**src/rtl/lingret_alu_loader.sv**
```systemverilog
// Lingret ALU loader: byte-serial front end that gathers instruction, operand A
// and operand B from a shared strobed byte bus, presents them to the
// combinational ALU, and registers the ALU result on the output pins.
module lingret_alu_loader #(
   parameter int SYNC_STAGES = 2
) (
   input  logic       clk,
   input  logic       rst,
   input  logic [7:0] i_data,
   input  logic       i_strobe,
   output logic [7:0] o_instruction,
   output logic [7:0] o_data_0,
   output logic [7:0] o_data_1,
   output logic       o_alu_valid,
   input  logic [7:0] i_alu_result,
   output logic [7:0] o_result,
   output logic       o_result_valid,
   output logic       o_error,
   output logic       o_busy
);

   typedef enum logic [2:0] {
      S_INSTR,
      S_OPA,
      S_OPB,
      S_EXEC,
      S_DONE
   } state_t;

   state_t                 state;
   state_t                 state_nxt;
   logic [SYNC_STAGES-1:0] strobe_sync;
   logic                   strobe_prev;
   logic                   accept;
   logic                   op_illegal;
   logic                   chain;
   logic                   has_prev;

   // A byte is taken only on the first cycle the synchronized strobe is seen high,
   // so a long strobe still loads exactly one byte.
   assign accept     = strobe_sync[SYNC_STAGES-1] & ~strobe_prev;
   // Opcodes 110 and 111 are the only unsupported ones.
   assign op_illegal = (i_data[2:1] == 2'b11);
   assign chain      = i_data[3];

   // Strobe synchronizer chain plus the delayed copy used for edge detection.
   always_ff @(posedge clk) begin
      if (rst) begin
         strobe_sync <= '0;
         strobe_prev <= 1'b0;
      end else begin
         strobe_sync <= {strobe_sync[SYNC_STAGES-2:0], i_strobe};
         strobe_prev <= strobe_sync[SYNC_STAGES-1];
      end
   end

   // FSM state register.
   always_ff @(posedge clk) begin
      if (rst) begin
         state <= S_INSTR;
      end else begin
         state <= state_nxt;
      end
   end

   // Next-state decode and the state-derived ALU-valid and busy outputs.
   always_comb begin
      state_nxt   = state;
      o_alu_valid = 1'b0;
      o_busy      = 1'b0;
      case (state)
         S_INSTR, S_DONE: begin
            if (accept) begin
               if (op_illegal) begin
                  state_nxt = S_DONE;
               end else if (chain) begin
                  state_nxt = S_OPB;
               end else begin
                  state_nxt = S_OPA;
               end
            end
         end
         S_OPA: begin
            o_busy = 1'b1;
            if (accept) begin
               state_nxt = S_OPB;
            end
         end
         S_OPB: begin
            o_busy = 1'b1;
            if (accept) begin
               state_nxt = S_EXEC;
            end
         end
         S_EXEC: begin
            o_busy      = 1'b1;
            o_alu_valid = 1'b1;
            state_nxt   = S_DONE;
         end
         default: begin
            state_nxt = S_INSTR;
         end
      endcase
   end

   // Byte capture, result capture and status flags; a reset discards partial bytes.
   always_ff @(posedge clk) begin
      if (rst) begin
         o_instruction  <= 8'h00;
         o_data_0       <= 8'h00;
         o_data_1       <= 8'h00;
         o_result       <= 8'h00;
         o_result_valid <= 1'b0;
         o_error        <= 1'b0;
         has_prev       <= 1'b0;
      end else begin
         case (state)
            S_INSTR, S_DONE: begin
               if (accept) begin
                  o_instruction <= i_data;
                  if (op_illegal) begin
                     // Rejected instruction completes at once with a zero result and
                     // breaks any chain, so a following chained op starts from 0.
                     o_result       <= 8'h00;
                     o_error        <= 1'b1;
                     o_result_valid <= 1'b1;
                     has_prev       <= 1'b0;
                  end else begin
                     o_result_valid <= 1'b0;
                     o_error        <= 1'b0;
                     if (chain) begin
                        o_data_0 <= has_prev ? o_result : 8'h00;
                     end
                  end
               end
            end
            S_OPA: begin
               if (accept) begin
                  o_data_0 <= i_data;
               end
            end
            S_OPB: begin
               if (accept) begin
                  o_data_1 <= i_data;
               end
            end
            S_EXEC: begin
               o_result       <= i_alu_result;
               o_result_valid <= 1'b1;
               has_prev       <= 1'b1;
            end
            default: begin
            end
         endcase
      end
   end

endmodule

```
**config.mk**
```make
export PLATFORM = sky130hd
export DESIGN_NAME = lingret_alu_loader
export DESIGN_NICKNAME = d
export VERILOG_FILES = /design/src/rtl/lingret_alu_loader.sv
export SDC_FILE = /design/constraint.sdc
export NUM_CORES = 1
export LEC_CHECK = 0
export ABC_CLOCK_PERIOD_IN_PS = 3200
export BUFFER_PORTS_ARGS = -buffer_cell sky130_fd_sc_hd__buf_2
export CAP_MARGIN = 20
export CORE_ASPECT_RATIO = 1.2
export CORE_MARGIN = 10
export CORE_UTILIZATION = 30
export DETAILED_ROUTE_END_ITERATION = 6
export PLACE_DENSITY_LB_ADDON = 0.3
export SETUP_SLACK_MARGIN = 0.4
export SLEW_MARGIN = 20
export SYNTH_ARGS = -nofsm -noshare
export SYNTH_HDL_FRONTEND = slang
export SYNTH_SLANG_ARGS = --single-unit
```
**constraint.sdc**
```tcl
create_clock -name clk -period 3.2 [get_ports clk]
set_input_delay 0.8 -clock clk [delete_from_list [all_inputs] [get_ports clk]]
set_output_delay 0.8 -clock clk [all_outputs]
set_load 0.01 [all_outputs]
```
== After elaboration in Yosys (flattened, before gate mapping) ==
Index checks and enable logic that the tools add are counted.
W data, S select, Z words.

* Bitwise operators: 2
* Eq/ne operators: 11
* Reductions and logical operators: 11
* Mux-type cells: 23

{| class="wikitable"
|+ Operator list
! cell !! count
|-
| $mux W8 || 7
|-
| $pmux W8 S2 || 2
|-
| $mux W3 || 4
|-
| $ne A2 B2 Y1 const B || 6
|-
| $pmux W3 S4 || 1
|-
| $eq A3 B2 Y1 const B || 2
|-
| $mux W1 || 6
|-
| $reduce_and A2 Y1 || 3
|-
| $reduce_and A3 Y1 || 2
|-
| $reduce_and A5 Y1 || 1
|-
| $pmux W1 S2 || 2
|-
| $reduce_bool A2 Y1 || 2
|-
| $eq A3 B1 Y1 const B || 1
|-
| $eq A3 B3 Y1 const B || 1
|-
| $logic_not A3 Y1 || 1
|-
| $reduce_or A3 Y1 || 1
|-
| $eq A2 B2 Y1 const B || 1
|-
| $mux W2 || 1
|-
| $reduce_or A2 Y1 || 1
|-
| $and A1 B1 Y1 || 1
|-
| $not A1 Y1 || 1
|}

* Output and inout bits: 36
* Bits of input ports: 19
* Flip-flop bits (word level): 41

== Depth between registers and ports, before layout ==
Gate-level depths: netlist of the first run.

* Depth after elaboration: 5
* Mapped depth: 6

== Least setup slack after synthesis of the first run ==
No wires, ideal clock.

* Path type: input-to-reg
* From: input port i_data[2]
* To: register o_data_0[0]
* Stages on the path: 5
* Arrival time: 1.679 ns
* Path slack: 1.385 ns
* Cells stage by stage: nand2_1 -> a31oi_1 -> or2_1 -> buf_2 -> a211oi_1

* Longest elaborated chain between the ends: 3

{| class="wikitable"
|+ Ends and longest elaborated chain
! what !! line !! source
|-
| start, declared || 9 || <nowiki>input logic [7:0] i_data,</nowiki>
|-
| $eq A2 B2 Y1 || 43 || <nowiki>assign op_illegal = (i_data[2:1] == 2'b11);</nowiki>
|-
| $ne A2 B2 Y1 (no source line) || - ||
|-
| $reduce_and A5 Y1 (no source line) || - ||
|-
| end signal, assigned || 132 || <nowiki>o_data_0 <= has_prev ? o_result : 8'h00;</nowiki>
|-
| end signal, assigned || 139 || <nowiki>o_data_0 <= i_data;</nowiki>
|-
| end, declared || 12 || <nowiki>output logic [7:0] o_data_0,</nowiki>
|}

No other way between the ends.
A chain may end at the register's enable or synchronous reset.

== Final worst setup path of the first run ==
* From: register state[1]
* To: output port o_alu_valid

* Longest elaborated chain between the ends: 2

{| class="wikitable"
|+ Ends and longest elaborated chain
! what !! line !! source
|-
| start, declared || 30 || <nowiki>state_t state;</nowiki>
|-
| start signal, assigned || 62 || <nowiki>state <= state_nxt;</nowiki>
|-
| $eq A3 B2 Y1 || 71 || <nowiki>case (state)</nowiki>
|-
| $mux W1 || 71 ||
|-
| end, declared || 14 || <nowiki>output logic o_alu_valid,</nowiki>
|}

No other way between the ends.

==> results of run 1 <==
## worst max-delay path by stage
stage             endpoint  cells after the start  slack, ps      start
2_1_floorplan  o_data_0[0]                      5       1380  i_data[2]
6_report       o_alu_valid                      2        890   state[1]
4_1_cts        o_alu_valid                      2        890   state[1]
5_1_grt        o_alu_valid                      2        790   state[1]
3_3_place_gp   o_data_0[0]                      5        980  i_data[2]
3_5_place_dp   o_data_0[5]                      5        940  i_data[2]
## metrics by stage
stage               total power [W]   util  hold WS, ps  worst slack (ps)  instance area, um^2
global route                0.00108  0.390          456               787                 2070
CTS                         0.00104  0.390          452               893                 2070
detailed placement         0.000614  0.368          427               942                 1950
floorplan                  0.000578      -          414              1380                 1630
global placement           0.000613  0.368          435               979                 1950
finish                      0.00103  0.390          445               891                 2070
## kinds of logic after synthesis
kind of cell,after synthesis,synth area share
multiplexers,9,0.0552
flip-flops,41,0.503
AND/OR/NAND/NOR,66,0.209
buffers and inverters,21,0.0536
AO/OA/AOI/OAI,41,0.179
## cells in the mapped netlist, types with 2 or more instances
cell type | instances | area share
and3_1 | 8 | 0.031
inv_1 | 10 | 0.023
clkbuf_1 | 9 | 0.021
nor2b_1 | 4 | 0.015
nand3_1 | 2 | 0.0061
a2111oi_0 | 7 | 0.038
a22oi_1 | 8 | 0.037
nor2_1 | 20 | 0.046
nand2_1 | 19 | 0.044
nand2b_1 | 2 | 0.0077
a211oi_1 | 7 | 0.032
mux2i_1 | 9 | 0.055
dfxtp_1 | 41 | 0.50
a21oi_1 | 13 | 0.040
a31oi_1 | 2 | 0.0077
## registers in the layout, summed over array words and instances (netlist names)
name            flops
strobe_prev         1
o_instruction       8
strobe_sync         2
has_prev            1
o_result_valid      1
state               3
o_error             1
o_data_1            8
o_data_0            8
o_result            8
## layer usage
| metal | share of wire | track usage | vias to the layer above |
|---|---|---|---|
| met5 | 0 | 0 | - |
| met2 | 0.49 | 0.170 | 42 |
| met1 | 0.44 | 0.123 | 643 |
| met4 | 0.022 | 0.0553 | 0 |
| li1 | - | - | 729 |
| met3 | 0.050 | 0.0332 | 7 |
## power groups by stage
| stage | clock, W | sequential [W] | combinational [W] |
|---|---|---|---|
| finish | 0.000429 | 0.000528 | 0.0000727 |
| global route | 0.000463 | 0.000529 | 0.0000824 |
| CTS | 0.000441 | 0.000528 | 0.0000741 |
| detailed placement | 0 | 0.000540 | 0.0000739 |
| global placement | 0 | 0.000540 | 0.0000734 |
| floorplan | 0 | 0.000542 | 0.0000365 |
## cell type report
cell class / count / share of cell area
inverters: 10 / 0.0181
well taps: 62 / 0.0375
clock buffers: 7 / 0.0417
multi-input cells: 116 / 0.353
repair buffers: 56 / 0.138
clock inverters: 1 / 0.0145
flip-flops and latches: 41 / 0.397
==> impl_metrics.yaml, run 1 <==
setup_path:
  arrival_ps: 1510
  worstPathRequired_ps: 2400
  cp_max_fo: 11
  timing.rr.start: "state[0]"
  path_delay_family: "simple AND/OR/NAND/NOR gates"
  worstSetupStartpointType: "register"
  worstSetupEndpointType: "output pin"
  crit_slowest_cell: "and3b_1"
  reg2reg_to: "o_data_0[5]"
  slowest_delay_ps: 510
  r2r_cells: 4
  crit_buf_inv: 1
  reg2reg_slack_ps: 1380
  path_cells: "and3b_1 > buf_2"
  setup.worst_path.class: "reg2out"
cells_and_area:
  multi_input_area_um2: 731
  antenna_cells: 0
  fin_nets: 249
  final_common_cell: "buf_2"
  syn2layout_area_growth_pct: 26.7
  drive_above_1_share: 0.299
  fill_cells: 553
  regArea_um2: 821
  instances_no_fill: 293
  most-common-layout-cells: "54 x buf_2, 41 x dfxtp_1, 20 x nor2_1"
synth:
  ys_seq_area_frac: 0.503
  syn_avg_cell_area_um2: 9.17
  yosysWarnings: 0
  ys_types: 32
  ys.flop_type: "dfxtp_1"
  synth-edff-count: 0
  syn_nets: 197
  syn_inst: 178
  async_reset_ff_frac: 0
  synth_seq_cells: 41
  synthesis.area_um2: 1630
clock_tree:
  numClockSinks: 41
  hold_buffers: 0
  cts-root-buf: "clkbuf_8"
  clk_pin_slew_ps: 80
  ctsResizeCount: 0
  cts_made_buffers: 5
  clockBufferDepth: 2
  worstSkewPairLatency_ps: 290
  htree_num_levels: 2
  tritoncts: "yes"
  cts_setup_buffers: 0
timing:
  slew_headroom: 0.479
  rsz0062_at_grt: "false"
  hold_viol_final: 0
  slew_violations: 0
  tns_ps: 0
  tightest_slew_ps: 781
  fin_crit_ps: 2310
  min_period_over_period: 0.722
  max_clock_freq_ghz: 0.433
  skew_ps: 6.90
  setup_viol: 0
global_routing:
  grt-ovfl-total: 0
  track_usage: 0.106
  grt_antenna_before_repair: 0
  grt_pass1_vias: 1466
  grt_max_degree: 42
  grt_pass1_wl_um: 7360
route:
  drt_first_pass_iters: 4
  num_vias: 1421
  avgRoutedWirePerCell_um: 15.3
  drc_errors: 0
  wl_um: 4490
  final_antenna_net_count: 0
  drt_iter0_drc: 93
  viasPerCell: 4.85
power_and_ir_drop:
  switchingPower_w: 0.000227
  internal_power_w: 0.000802
  leakage_nw: 0.876
  power_density_nw_per_um2: 498
  vdd_drop_max_mv: 0.261
  sw_frac_of_total: 0.221
  p_comb_frac: 0.071
  clock_power_share: 0.417
  power_frac_seq: 0.513
place:
  gp_congestion: 0.752
  portBuffers: 54
  dp_hpwl_um: 3270
  dp.cells: 285
die:
  rows: 29
  dieArea_um2: 8810
  boundaryPins: 55
  coreArea_um2: 5300
  die_w_um: 87.3
  die_y_um: 101
  initial_core_util: 0.308
min_path:
  min-delay-start: "strobe_sync[0]"
  hold-path-cell-count: 1
  min_to: "strobe_sync[1]"
  hp-class: "reg2reg"
run_status:
  outcome: "finished, final reports clean"
flow_run:
  drv_cap: 0
Power figures use the tool's default switching activity.
==> run 2, diff against run 1 <==
--- a/config.mk
+++ b/config.mk
@@ -5,7 +5,8 @@
 export SDC_FILE = /design/constraint.sdc
 export NUM_CORES = 1
 export LEC_CHECK = 0
-export ABC_CLOCK_PERIOD_IN_PS = 3200
+export ABC_AREA = 1
+export ABC_CLOCK_PERIOD_IN_PS = 2200
 export BUFFER_PORTS_ARGS = -buffer_cell sky130_fd_sc_hd__buf_2
 export CAP_MARGIN = 20
 export CORE_ASPECT_RATIO = 1.2
==> constraint.sdc (replaced) <==
create_clock -name clk -period 2.2 [get_ports clk]
set_input_delay 0.55 -clock clk [delete_from_list [all_inputs] [get_ports clk]]
set_output_delay 0.55 -clock clk [all_outputs]
set_load 0.01 [all_outputs]
==> run 2 against run 1 <==
  * Clock skew hardly changed
  * Count of clock-buffer cells in the layout did not move
  * Final area increased by 1.9%
  * Routed wire length is 0.18% lower
  * Synthesized area is 3.9% higher
  * Via count increased by 8.8%
  * Hold slack lost 36 ps
  * Total power rose by 44%
  * Critical path depth grew 2
  * Sequential share of layout area shrank 0.61 points
  * Global-route usage decreased by 0.45 points
  * Critical path type unchanged
  * Largest cell class unchanged
  * Highest routed layer unchanged
==> impl_metrics.yaml, run 2 <==
power_and_ir_drop:
  leakage_nw: 1.06
  power_density_nw_per_um2: 706
  vdd_drop_max_mv: 0.282
route:
  drt_iter0_drc: 46
  wl_um: 4490
  num_vias: 1546
  avgRoutedWirePerCell_um: 12.9
  drt_first_pass_iters: 4
  final_antenna_net_count: 0
  drc_errors: 0
  viasPerCell: 4.46
synth:
  syn_nets: 251
  synth_seq_cells: 41
  ys.flop_type: "dfxtp_1"
  synthSimpleGateAreaFrac: 0.279
  synth_area_leaders: "dfxtp_1 48%, nand2_1 11%, nor2_1 8.4%"
  synthTopCellsByCount: "48 x nand2_1, 41 x dfxtp_1, 38 x nor2_1"
  synthMuxAreaShare: 0
  yosysWarnings: 0
  synthesis.area_um2: 1700
  synth_compound_area_frac: 0.142
  synth_xor_area_frac: 0
  synth_top_family_by_area: "simple AND/OR/NAND/NOR gates"
  synth_adder_area_share: 0
  syn_avg_cell_area_um2: 7.31
  yosysTopAreaCell: "dfxtp_1"
  yosysMostFrequentCell: "nand2_1"
  async_reset_ff_frac: 0
  ys_types: 19
  ys_seq_area_frac: 0.484
  synth-edff-count: 0
  syn_inst: 232
  synth_top_area_share: 0.484
cells_and_area:
  drive_above_1_share: 0.270
  antenna_cells: 0
  final_common_cell: "buf_2"
  fin_nets: 303
  syn2layout_area_growth_pct: 24.2
  most-common-layout-cells: "54 x buf_2, 48 x nand2_1, 39 x dfxtp_1"
  fill_cells: 592
timing:
  slew_violations: 0
  tightest_slew_ps: 644
  skew_ps: 6.49
  hold-worst-slack_ps: 409
  setup_ws_ps: 518
  max_clock_freq_ghz: 0.595
  rsz0062_at_grt: "false"
  setup_viol: 0
  hold_viol_final: 0
  slew_headroom: 0.570
  min_period_over_period: 0.764
  tns_ps: 0
  fin_crit_ps: 1680
setup_path:
  worstSetupEndpointType: "output pin"
  endpoint: "o_alu_valid"
  cp_max_fo: 9
  worstPathRequired_ps: 1650
  worstSetupStartpointType: "register"
  setup.worst_path.class: "reg2out"
  arrival_ps: 1130
  critPathLaunch: "state[2]"
  reg2reg_slack_ps: 750
  r2r_cells: 6
  reg2reg_to: "o_data_1[0]"
  timing.rr.start: "state[2]"
global_routing:
  grt_pass1_wl_um: 7220
  grt_antenna_before_repair: 0
  grt_max_degree: 25
  grt-ovfl-total: 0
  track_usage: 0.102
  grt_pass1_vias: 1509
clock_tree:
  numClockSinks: 41
  cts_made_buffers: 5
  clk_pin_slew_ps: 70
  clockBufferDepth: 2
  cts_setup_buffers: 0
  cts-root-buf: "clkbuf_8"
  htree_num_levels: 2
  worstSkewPairLatency_ps: 290
  tritoncts: "yes"
min_path:
  hp-class: "reg2reg"
place:
  dp_hpwl_um: 3380
  portBuffers: 54
  post-place-ws_ps: 520
  gp_congestion: 0.803
die:
  die_w_um: 88.7
  rows: 29
  dieArea_um2: 9080
  coreArea_um2: 5370
  die_y_um: 102
  boundaryPins: 55
  initial_core_util: 0.316
flow_run:
  drv_cap: 0
run_status:
  outcome: "finished, final reports clean"
==> run 2: changes by cell type in the layout (fill, tap and decap cells not counted), sizes merged, moves of 3 or more <==
cell	previous run	this run
nor2b	4	0
and3	8	0
a22oi	8	0
a21oi	13	25
nand3	2	15
nand2	19	51
nand2b	3	0
a2111oi	8	0
o21ai	1	20
nor2	20	41
mux2i	9	0
a211oi	8	1
inv	10	26
==> run 2: stage by stage <==
stage	std cells	instance area [um^2]	total power [W]	utilization
after floorplan	232	1700	0.000911	-
after global placement	339	1990	0.000968	0.370
after detailed placement	339	1990	0.000969	0.370
after CTS	347	2100	0.00151	0.390
after global routing	347	2110	0.00158	0.392
final	347	2110	0.00149	0.392
==> run 2: kinds of logic (layout without fill, tap and decap cells) <==
kind of cell | after synthesis | count (layout)
flip-flops | 41 | 41
AO/OA/AOI/OAI | 47 | 47
buffers and inverters | 36 | 89
AND/OR/NAND/NOR | 108 | 108
==> run 2: worst min-delay path by stage <==
stage / depth (start not counted) / endpoint / start
2_1_floorplan: 2 / strobe_sync[1] / strobe_sync[0]
3_3_place_gp: 2 / strobe_sync[1] / strobe_sync[0]
3_5_place_dp: 2 / strobe_sync[1] / strobe_sync[0]
4_1_cts: 2 / strobe_sync[1] / strobe_sync[0]
5_1_grt: 2 / strobe_sync[1] / strobe_sync[0]
6_report: 2 / strobe_sync[1] / strobe_sync[0]
==> run 2: report_power, final <==
| group | total (W) | switching [W] | internal, W |
|---|---|---|---|
| registers | 0.000783 | 0.0000168 | 0.000766 |
| clock network | 0.000535 | 0.000252 | 0.000283 |
| logic | 0.000169 | 0.000107 | 0.0000626 |
| total | 0.00149 | 0.000375 | 0.00111 |
==> run 2: critical path, cell delays in order, from the launching register on <==
cell and delay (ps):
dfxtp_1 330, inv_2 130, nand3_4 120, inv_4 120
buf_2 140
==> run 2: per-layer routing <==
layer,wire length (um),vias to the layer above,global-route usage
met5,0,-,0
met3,282,8,0.0366
met2,2150,35,0.167
li1,-,833,-
met1,1930,670,0.111
met4,123,0,0.0560
==> run 2: final cells by class <==
cell class,instances,area (um^2),area share
multi-input cells,155,727,0.345
well taps,62,77.6,0.0368
clock inverters,1,5.00,0.00238
inverters,26,100,0.0475
flip-flops and latches,41,823,0.391
repair buffers,55,278,0.132
clock buffers,7,96.3,0.0457
==> run 2: what timing repair did <==
item | in CTS | in global routing
pin swaps | 0 | 0
endpoints found under the setup margin | 1 | 1
hold buffers | 0 | 0
gates resized for setup | 4 | 3
